--- config.mk ---
export PLATFORM = sky130hd
export DESIGN_NAME = riscv_fetch_unit
export DESIGN_NICKNAME = d
export VERILOG_FILES = /design/src/rtl/riscv_fetch_unit.sv
export SDC_FILE = /design/constraint.sdc
export NUM_CORES = 1
export LEC_CHECK = 0
export BUFFER_PORTS_ARGS = -buffer_cell sky130_fd_sc_hd__buf_2
export CAP_MARGIN = 20
export CORE_ASPECT_RATIO = 1.75
export CORE_MARGIN = 2
export CORE_UTILIZATION = 35
export CTS_CLUSTER_SIZE = 14
export DETAILED_ROUTE_END_ITERATION = 12
export GPL_TIMING_DRIVEN = 0
export PLACE_DENSITY_LB_ADDON = 0.08
export SYNTH_ARGS = -nofsm -noshare
export SYNTH_HDL_FRONTEND = slang
export SYNTH_SLANG_ARGS = --single-unit
--- constraint.sdc ---
create_clock -name clk_i -period 7.3 [get_ports clk_i]
set_clock_uncertainty 0.15 [all_clocks]
set_input_delay 0.365 -clock clk_i [delete_from_list [all_inputs] [get_ports clk_i]]
set_output_delay 0.365 -clock clk_i [all_outputs]
set_load 0.005 [all_outputs]
--- src/rtl/riscv_fetch_unit.sv ---
// -----------------------------------------------------------------------------
// riscv_fetch_unit
//
// Decoupled instruction-fetch front end for the RV32IM core. It generates
// sequential fetch addresses, drives a pipelined req/gnt/rvalid instruction bus
// with up to DEPTH requests in flight, buffers returned words in a DEPTH-entry
// prefetch FIFO and hands them to decode over a valid/ready interface.
// A redirect (branch/jump/trap/mret) flushes the FIFO and discards every
// response still in flight for the old stream.
//
// Parameters
//   XLEN     data/address width
//   RSTADDR  first fetch address after reset
//   DEPTH    FIFO entries and max in-flight requests (power of 2, >= 2)
//
// Ports
//   clk_i           clock
//   rstn_i          asynchronous active-low reset
//   instr_req_o     bus request, held with instr_addr_o until grant
//   instr_addr_o    word-aligned fetch address
//   instr_gnt_i     request accepted this cycle
//   instr_rvalid_i  in-order response valid
//   instr_rdata_i   instruction word
//   redirect_i      one-cycle PC change request
//   redirect_pc_i   new PC (bits [1:0] ignored)
//   if_valid_o      instruction available to decode
//   if_ready_i      decode accepts the head instruction
//   if_instr_o      instruction
//   if_pc_o         PC of if_instr_o
//   if_npc_o        if_pc_o + 4
//
// Configuration macro
//   RISCV_FETCH_BYPASS_EN  when defined, a response arriving while the FIFO is
//                          empty and decode is ready is forwarded straight to
//                          the if_* outputs instead of being queued.
// -----------------------------------------------------------------------------
module riscv_fetch_unit #(
   parameter int unsigned     XLEN    = 32,
   parameter logic [XLEN-1:0] RSTADDR = '0,
   parameter int unsigned     DEPTH   = 4
) (
   input  logic            clk_i,
   input  logic            rstn_i,
   output logic            instr_req_o,
   output logic [XLEN-1:0] instr_addr_o,
   input  logic            instr_gnt_i,
   input  logic            instr_rvalid_i,
   input  logic [XLEN-1:0] instr_rdata_i,
   input  logic            redirect_i,
   input  logic [XLEN-1:0] redirect_pc_i,
   output logic            if_valid_o,
   input  logic            if_ready_i,
   output logic [XLEN-1:0] if_instr_o,
   output logic [XLEN-1:0] if_pc_o,
   output logic [XLEN-1:0] if_npc_o
);

   localparam int unsigned PW = (DEPTH > 1) ? $clog2(DEPTH) : 1;
   localparam int unsigned CW = PW + 1;
   localparam logic [CW:0] DEPTH_W = (CW+1)'(DEPTH);

   localparam logic [1:0] ST_BOOT  = 2'd0;
   localparam logic [1:0] ST_FETCH = 2'd1;
   localparam logic [1:0] ST_DRAIN = 2'd2;

   logic [1:0]      state_q, state_d;
   logic [XLEN-1:0] addr_q, addr_d;
   logic [CW-1:0]   outst_q, outst_d;
   logic [CW-1:0]   drop_q, drop_d;
   logic [CW-1:0]   fifo_cnt_q, fifo_cnt_d;
   logic [PW-1:0]   fifo_wptr_q, fifo_wptr_d;
   logic [PW-1:0]   fifo_rptr_q, fifo_rptr_d;
   logic [PW-1:0]   pcq_wptr_q, pcq_wptr_d;
   logic [PW-1:0]   pcq_rptr_q, pcq_rptr_d;

   logic [XLEN-1:0] fifo_instr_mem [DEPTH];
   logic [XLEN-1:0] fifo_pc_mem    [DEPTH];
   // Addresses of granted requests, consumed in order by responses. It is
   // never flushed: stale responses still retire their entry when dropped.
   logic [XLEN-1:0] pcq_mem        [DEPTH];

   logic [CW:0]     credit_used;
   logic            gnt;
   logic            drop_rsp;
   logic            push;
   logic            pop;
   logic            fifo_empty;
   logic            bypass;
   logic [XLEN-1:0] rsp_pc;
   logic [XLEN-1:0] head_instr;
   logic [XLEN-1:0] head_pc;
   logic            unused_redirect_lsb;

   assign unused_redirect_lsb = ^redirect_pc_i[1:0];

   // Every request reserves a FIFO slot until its word is popped, so the FIFO
   // can never overflow regardless of bus latency.
   assign credit_used  = {1'b0, fifo_cnt_q} + {1'b0, outst_q};
   assign instr_req_o  = (state_q != ST_BOOT) && (credit_used < DEPTH_W) && !redirect_i;
   assign instr_addr_o = addr_q;
   assign gnt          = instr_req_o & instr_gnt_i;

   assign drop_rsp   = instr_rvalid_i && (drop_q != '0);
   assign rsp_pc     = pcq_mem[pcq_rptr_q];
   assign fifo_empty = (fifo_cnt_q == '0);
   assign head_instr = fifo_empty ? '0 : fifo_instr_mem[fifo_rptr_q];
   assign head_pc    = fifo_empty ? '0 : fifo_pc_mem[fifo_rptr_q];

`ifdef RISCV_FETCH_BYPASS_EN
   assign bypass     = fifo_empty && (drop_q == '0) && instr_rvalid_i && if_ready_i && !redirect_i;
   assign if_valid_o = !fifo_empty || bypass;
   assign if_instr_o = bypass ? instr_rdata_i : head_instr;
   assign if_pc_o    = bypass ? rsp_pc : head_pc;
`else
   assign bypass     = 1'b0;
   assign if_valid_o = !fifo_empty;
   assign if_instr_o = head_instr;
   assign if_pc_o    = head_pc;
`endif

   assign if_npc_o = if_pc_o + XLEN'(4);

   // A redirect overrides both the push of a same-cycle response and any pop.
   assign push = instr_rvalid_i && !drop_rsp && !redirect_i && !bypass;
   assign pop  = !fifo_empty && if_ready_i && !redirect_i;

   always_comb begin
      outst_d     = outst_q + CW'(gnt) - CW'(instr_rvalid_i);
      addr_d      = addr_q;
      drop_d      = drop_q;
      fifo_cnt_d  = fifo_cnt_q;
      fifo_wptr_d = fifo_wptr_q;
      fifo_rptr_d = fifo_rptr_q;
      pcq_wptr_d  = pcq_wptr_q + PW'(gnt);
      pcq_rptr_d  = pcq_rptr_q + PW'(instr_rvalid_i);

      if (redirect_i) begin
         addr_d      = {redirect_pc_i[XLEN-1:2], 2'b00};
         // Everything still outstanding after this cycle belongs to the old stream.
         drop_d      = outst_d;
         fifo_cnt_d  = '0;
         fifo_wptr_d = '0;
         fifo_rptr_d = '0;
      end else begin
         if (gnt) begin
            addr_d = addr_q + XLEN'(4);
         end
         if (drop_rsp) begin
            drop_d = drop_q - CW'(1);
         end
         fifo_wptr_d = fifo_wptr_q + PW'(push);
         fifo_rptr_d = fifo_rptr_q + PW'(pop);
         fifo_cnt_d  = fifo_cnt_q + CW'(push) - CW'(pop);
      end

      case (state_q)
         ST_BOOT: state_d = ST_FETCH;
         default: state_d = (drop_d != '0) ? ST_DRAIN : ST_FETCH;
      endcase
   end

   always_ff @(posedge clk_i or negedge rstn_i) begin
      if (!rstn_i) begin
         state_q     <= ST_BOOT;
         addr_q      <= RSTADDR;
         outst_q     <= '0;
         drop_q      <= '0;
         fifo_cnt_q  <= '0;
         fifo_wptr_q <= '0;
         fifo_rptr_q <= '0;
         pcq_wptr_q  <= '0;
         pcq_rptr_q  <= '0;
      end else begin
         state_q     <= state_d;
         addr_q      <= addr_d;
         outst_q     <= outst_d;
         drop_q      <= drop_d;
         fifo_cnt_q  <= fifo_cnt_d;
         fifo_wptr_q <= fifo_wptr_d;
         fifo_rptr_q <= fifo_rptr_d;
         pcq_wptr_q  <= pcq_wptr_d;
         pcq_rptr_q  <= pcq_rptr_d;
      end
   end

   // Storage arrays carry no reset; the outputs are masked while the FIFO is empty.
   always_ff @(posedge clk_i) begin
      if (push) begin
         fifo_instr_mem[fifo_wptr_q] <= instr_rdata_i;
         fifo_pc_mem[fifo_wptr_q]    <= rsp_pc;
      end
      if (gnt) begin
         pcq_mem[pcq_wptr_q] <= addr_q;
      end
   end

endmodule
# Yosys cells after proc, flatten, opt, wreduce, memory -nomap -nowiden

Memories as Yosys holds them, arrays and structs flattened.
Cells that the tools add are included.

Add/sub/neg operators: 12
Magnitude comparators: 1
Mux-type cells: 15
Bitwise operators: 1
Reduce and logical (&&, ||, !) cells: 16

Operators by type and width:

| kind                  | count |
|---|---|
| $mux 32               | 4 |
| $add 32x3->32 const B | 2 |
| $mux 3                | 3 |
| $add 2x1->2           | 4 |
| $mux 2                | 4 |
| $logic_and 1x1->1     | 7 |
| $add 3x1->3           | 2 |
| $reduce_bool 3->1     | 2 |
| $sub 3x1->3           | 2 |
| $add 3x3->4           | 1 |
| $lt 4x3->1 const B    | 1 |
| $mux 1                | 4 |
| $reduce_bool 2->1     | 2 |
| $logic_not 1->1       | 3 |
| $logic_not 3->1       | 1 |
| $sub 3x1->3 const B   | 1 |
| $logic_not 2->1       | 1 |
| $and 1x1->1           | 1 |

Bits in registers: 51
Bits in writable memories: 384
Input port bits: 70
Output and inout bits: 130
Logic and storage cells: 57
Memories: 3

Memories:

| name           | depth | bits a word | read ports | clocked after Yosys merged registers in | wr ports | line | source |
|---|---|---|---|---|---|---|---|
| fifo_instr_mem | 4     | 32          | 1          | 0                                       | 1        | 76   | `logic [XLEN-1:0] fifo_instr_mem [DEPTH];` |
| fifo_pc_mem    | 4     | 32          | 1          | 0                                       | 1        | 77   | `logic [XLEN-1:0] fifo_pc_mem [DEPTH];` |
| pcq_mem        | 4     | 32          | 1          | 0                                       | 1        | 80   | `logic [XLEN-1:0] pcq_mem [DEPTH];` |

# Longest topological paths before layout

Depth in word-level cells: 11
Depth in mapped cells: 16
Mapped depth without buffers: 14

# Least setup slack after synthesis

OpenSTA, ideal clock, no wires.

Kind: reg-to-reg
From: reg drop_q[0]
To: mem fifo_instr_mem[1][0], enable pin
Arrival: 5604 ps
Data required time: 6579 ps
Slack: 974 ps
Cell stages (with the launch flop): 7
Path buffers: 0
Clock period less this slack: 6326 ps
Cell sequence: dfrtp_1 -> inv_1 -> ha_1 -> ha_1 -> nand2_1 -> or2_2 -> nor3b_1

Word-level cells in the longest chain between the ends: 7

RTL lines:

| element                         | line | source |
|---|---|---|
| start: declaration              | 69   | `logic [CW-1:0] drop_q, drop_d;` |
| start signal: assignment        | 177  | `drop_q <= drop_d;` |
| $reduce_bool 3->1               | 103  | `assign drop_rsp = instr_rvalid_i && (drop_q != '0);` |
| $logic_and 1x1->1               | 103  |  |
| $logic_not 1->1                 | 124  | `assign push = instr_rvalid_i && !drop_rsp && !redirect_i && !bypass;` |
| $logic_and 1x1->1 (2 in series) | 124  |  |
| $mux 1                          | 188  | `if (push) begin` |
| $mux 1 (not written as such)    | 189  | `fifo_instr_mem[fifo_wptr_q] <= instr_rdata_i;` |
| end: declaration                | 76   |  |

Every way passes these cells.

# Worst setup path after layout

From: reg fifo_cnt_q[1]
To: out if_npc_o[30]

Word-level cells in the longest chain between the ends: 3

RTL lines:

| element                  | line | source |
|---|---|---|
| start: declaration       | 70   | `logic [CW-1:0] fifo_cnt_q, fifo_cnt_d;` |
| start signal: assignment | 178  | `fifo_cnt_q <= fifo_cnt_d;` |
| $logic_not 3->1          | 105  | `assign fifo_empty = (fifo_cnt_q == '0);` |
| $mux 32                  | 107  | `assign head_pc = fifo_empty ? '0 : fifo_pc_mem[fifo_rptr_q];` |
| $add 32x3->32            | 121  | `assign if_npc_o = if_pc_o + XLEN'(4);` |
| end: declaration         | 55   | `output logic [XLEN-1:0] if_npc_o` |

Every way passes these cells.

==> impl_metrics.py <==
metrics = {
    "final_layout": {
        "final_core_utilization_pct": 43.8,
        "syn_to_final_growth_pct": 24.0,
        "layout_cell_share_with_drive_strength_beyond_1_pct": 29.7,
        "final_common_cell": "edfxtp_1",
        "antenna-diode-count": 0,
        "layout.filler_cells": 4500,
        "layout.nets": 1427,
        "finalNonFillerCells": 2032,
        "layout.cells.most_common_list": "edfxtp_1 (368), buf_2 (199), mux4_2 (85)",
    },
    "setup_path": {
        "timing.rr.start": "fifo_cnt_q[2]",
        "reg2reg_setup_slack_ns": 2.98,
        "cp-end-kind": "output port",
        "r2r_end": "state_q[0]",
        "timing.critical_path.from_type": "flop",
        "cp_num_buf_inv": 7,
        "critical_path_required_ns": 6.78,
        "arrival_ns": 4.82,
        "timing.setup.critical_path_class": "reg -> out",
        "top_delay_family_on_crit_path": "simple AND/OR/NAND/NOR gates",
        "timing.critical_path.depth": 15,
        "path_cells": "nor3_2 -> buf_6 -> inv_1 -> buf_4 -> buf_4 -> clkbuf_1 -> nand2_1 -> inv_1 -> ha_1 -> and3_2 -> o2111ai_1 -> nor4_2 -> nand3_1 -> xnor2_1 -> buf_2",
        "crit_slowest_cell": "nor4_2",
        "worst-r2r-cell-count": 16,
        "critical_path_peak_fanout": 10,
        "critPathMaxStageDelay_ns": 0.76,
    },
    "cts": {
        "post_cts_resized": 0,
        "cts_tree": "built",
        "number_of_hold_repair_buffers_added_at_the_cts_stage": 63,
        "clk_root_buffer_cell": "clkbuf_16",
        "tritoncts_num_sinks": 417,
        "cts.clk_slew.worst_paths_ns": 0.06,
        "clk_latency_ns": 0.54,
        "post_cts.repair.setup_buffers": 0,
        "tritoncts.num_buffers": 41,
        "clockBufferDepth": 3,
        "clock_tree.htree_level_count": 2,
    },
    "power_and_ir_drop": {
        "vdd_ir_drop_max_uv": 178,
        "power_density_mw_per_mm2": 322,
        "p_leak_nw": 7.80,
    },
    "global_routing": {
        "gr-usage-all-layers_pct": 17.6,
        "first_global_vias": 11100,
        "top_usage_layer": "met2",
        "globalRouteMet1Util_pct": 18.9,
        "grt_use_met2_pct": 34.6,
        "antenna_violations_before_repair": 0,
        "global_route_wire_length_before_repair_mm": 68.7,
        "globalRouteOverflowTotal": 0,
        "groute.layer.met3.usage_pct": 2.31,
        "pin_count_of_the_biggest_net_entering_global_routing": 34,
    },
    "floorplan": {
        "die_y_microns": 300,
        "start_util_pct": 35.4,
        "die_width_microns": 173,
        "fp-row-count": 108,
        "fp.coreArea_sq_mm": 0.0496,
        "dieArea_sq_mm": 0.0520,
        "ios": 200,
    },
    "place": {
        "buffer_ports.inserted": 191,
        "dp_cells": 1895,
        "dpl_worst_slack_ns": 2.31,
        "place.gp.congestion": 0.798,
        "dpl.hpwl_mm": 33.2,
    },
    "hold_path": {
        "holdPathEnd": "pcq_rptr_q[0]",
        "holdPathStages": 2,
        "worstHoldPathType": "in -> reg",
        "min_from": "instr_rvalid_i",
    },
    "detailed_routing": {
        "detail_route.wirelength_mm": 45.4,
        "drt-vias-per-instance": 5.03,
        "detail_route.first_pass.iterations": 5,
        "drt.antenna.violating_nets": 0,
        "vias": 10200,
        "wl_per_cell_microns": 22.4,
        "detail_route.drc_violations": 0,
        "drt_first_iter_violations": 470,
    },
    "outcome": {
        "run_status": "finished, final reports clean",
    },
    "sta": {
        "worst_slew_margin_rel_pct": 38.3,
        "timing.setup.tns_ns": 0,
        "post-route-period-util_pct": 73.1,
        "actual_slew_at_the_worst_max_slew_pin_ns": 0.925,
        "timing_hold_violations_final": 0,
        "setup_slack_ns": 1.97,
        "final.min_clock_period_ns": 5.33,
        "fmax_ghz": 0.187,
        "worst_hold_slack_ns": 0.0399,
        "setup_viol": 0,
        "maxSlewViolCount": 0,
        "grt_setup_unrepaired": "false",
    },
    "yosys": {
        "synth_cells": 1013,
        "synth_async_sr_flop_share_pct": 11.8,
        "post_synth_fa_ha_maj_area_fraction_pct": 1.23,
        "synth_seq_cells": 417,
        "compound_cell_area_share_of_the_yosys_netlist_pct": 3.10,
        "synth_xor_area_share_pct": 1.95,
        "synth.yosys.seq_area_share_pct": 70.0,
        "muxShareOfSynthArea_pct": 12.8,
        "synthesis.yosys.warnings": 0,
        "post_synth.cell_area_avg_sq_um": 17.3,
        "predominant_post_synthesis_flop_cell": "edfxtp_1",
        "synth_top_family_by_area": "multiplexers",
        "synthSimpleGateAreaFrac_pct": 8.81,
        "synth.lib_cells_used.distinct": 63,
        "synth_edf_count": 368,
        "synthesis.area_sq_mm": 0.0175,
    },
    "flow_run": {
        "maxCapViolCount": 0,
    },
}
-- power by group --
group | internal (mW) | switching [mW] | total (mW)
clock network | 1.29 | 0.884 | 2.17
logic | 0.772 | 0.986 | 1.76
registers | 2.92 | 0.153 | 3.07
total | 4.98 | 2.02 | 7.01
-- cells in the mapped netlist (3+ instances only) --
master	n	area [sq um]
buf_6	4	45.0
o21ai_0	36	180
nand4b_1	5	43.8
a21oi_1	10	50.1
nand4_1	7	43.8
o211ai_1	7	52.6
or2_2	3	18.8
nand2_1	83	312
edfxtp_1	368	11100
o311ai_0	6	52.6
inv_1	28	105
xor2_1	14	123
nand3b_1	6	45.0
nor2b_1	7	43.8
and2_1	55	344
and3_1	10	62.6
or3_1	4	25.0
a31oi_1	5	31.3
nand2b_1	3	18.8
mux4_2	85	1910
mux2i_1	3	30.0
ha_1	14	175
xnor2_1	25	219
clkbuf_1	16	60.1
buf_4	9	67.6
nand3_1	27	135
nor3_1	10	50.1
a221o_1	8	80.1
nor4_2	3	37.5
buf_1	10	37.5
buf_2	8	40.0
nor3b_1	8	60.1
nor2_1	32	120
dfrtp_1	49	1230
mux4_1	11	289
-- layer usage --
| metal | part of all wire, % | wire length (microns) |
|---|---|---|
| met4 | 3.7 | 1660 |
| met3 | 3.5 | 1570 |
| met2 | 56 | 25500 |
| met5 | 0 | 0 |
| met1 | 37 | 16700 |
-- logic make-up after synthesis --
logic type | after synthesis
buffers and inverters | 77
AO/OA/AOI/OAI | 84
XOR/XNOR | 39
multiplexers | 100
flip-flops | 417
adder cells (fa/ha/maj) | 16
other | 1
AND/OR/NAND/NOR | 279
-- stage by stage --
stage / cell area, sq um / total power [mW]
after floorplan: 17600 / 4.09
after global placement: 19300 / 4.86
after detailed placement: 19700 / 4.92
after CTS: 21700 / 7.14
after global routing: 21700 / 7.37
final: 21700 / 7.01
-- worst max-delay path by stage --
stage / from / endpoint / slack (ns)
2_1_floorplan: drop_q[0] / fifo_instr_mem[1][0] / 0.97
4_1_cts: fifo_cnt_q[1] / if_npc_o[30] / 1.69
3_5_place_dp: fifo_cnt_q[1] / if_npc_o[30] / 2.31
6_report: fifo_cnt_q[1] / if_npc_o[30] / 1.97
5_1_grt: fifo_cnt_q[1] / if_npc_o[30] / 1.60
3_3_place_gp: drop_q[0] / fifo_pc_mem[1][18] / -3.83
-- sequential cells by signal, indices dropped and copies added, names as in the netlist --
register	count
fifo_instr_mem	128
fifo_pc_mem	120
pcq_mem	120
instr_addr_o	30
drop_q	3
fifo_cnt_q	3
outst_q	3
fifo_rptr_q	2
fifo_wptr_q	2
pcq_rptr_q	2
pcq_wptr_q	2
state_q	2
-- cell type report --
class / instances / area [sq um] / share of cell area, %
buffer: 48 / 258 / 1.19
clock buffer: 52 / 1110 / 5.11
clock inverter: 22 / 263 / 1.21
inverter: 29 / 109 / 0.501
multi-input combinational: 524 / 4960 / 22.8
sequential: 417 / 12300 / 56.5
tap: 660 / 826 / 3.80
timing repair buffer: 280 / 1940 / 8.92
Note: power is estimated with default switching activity, not from simulation.
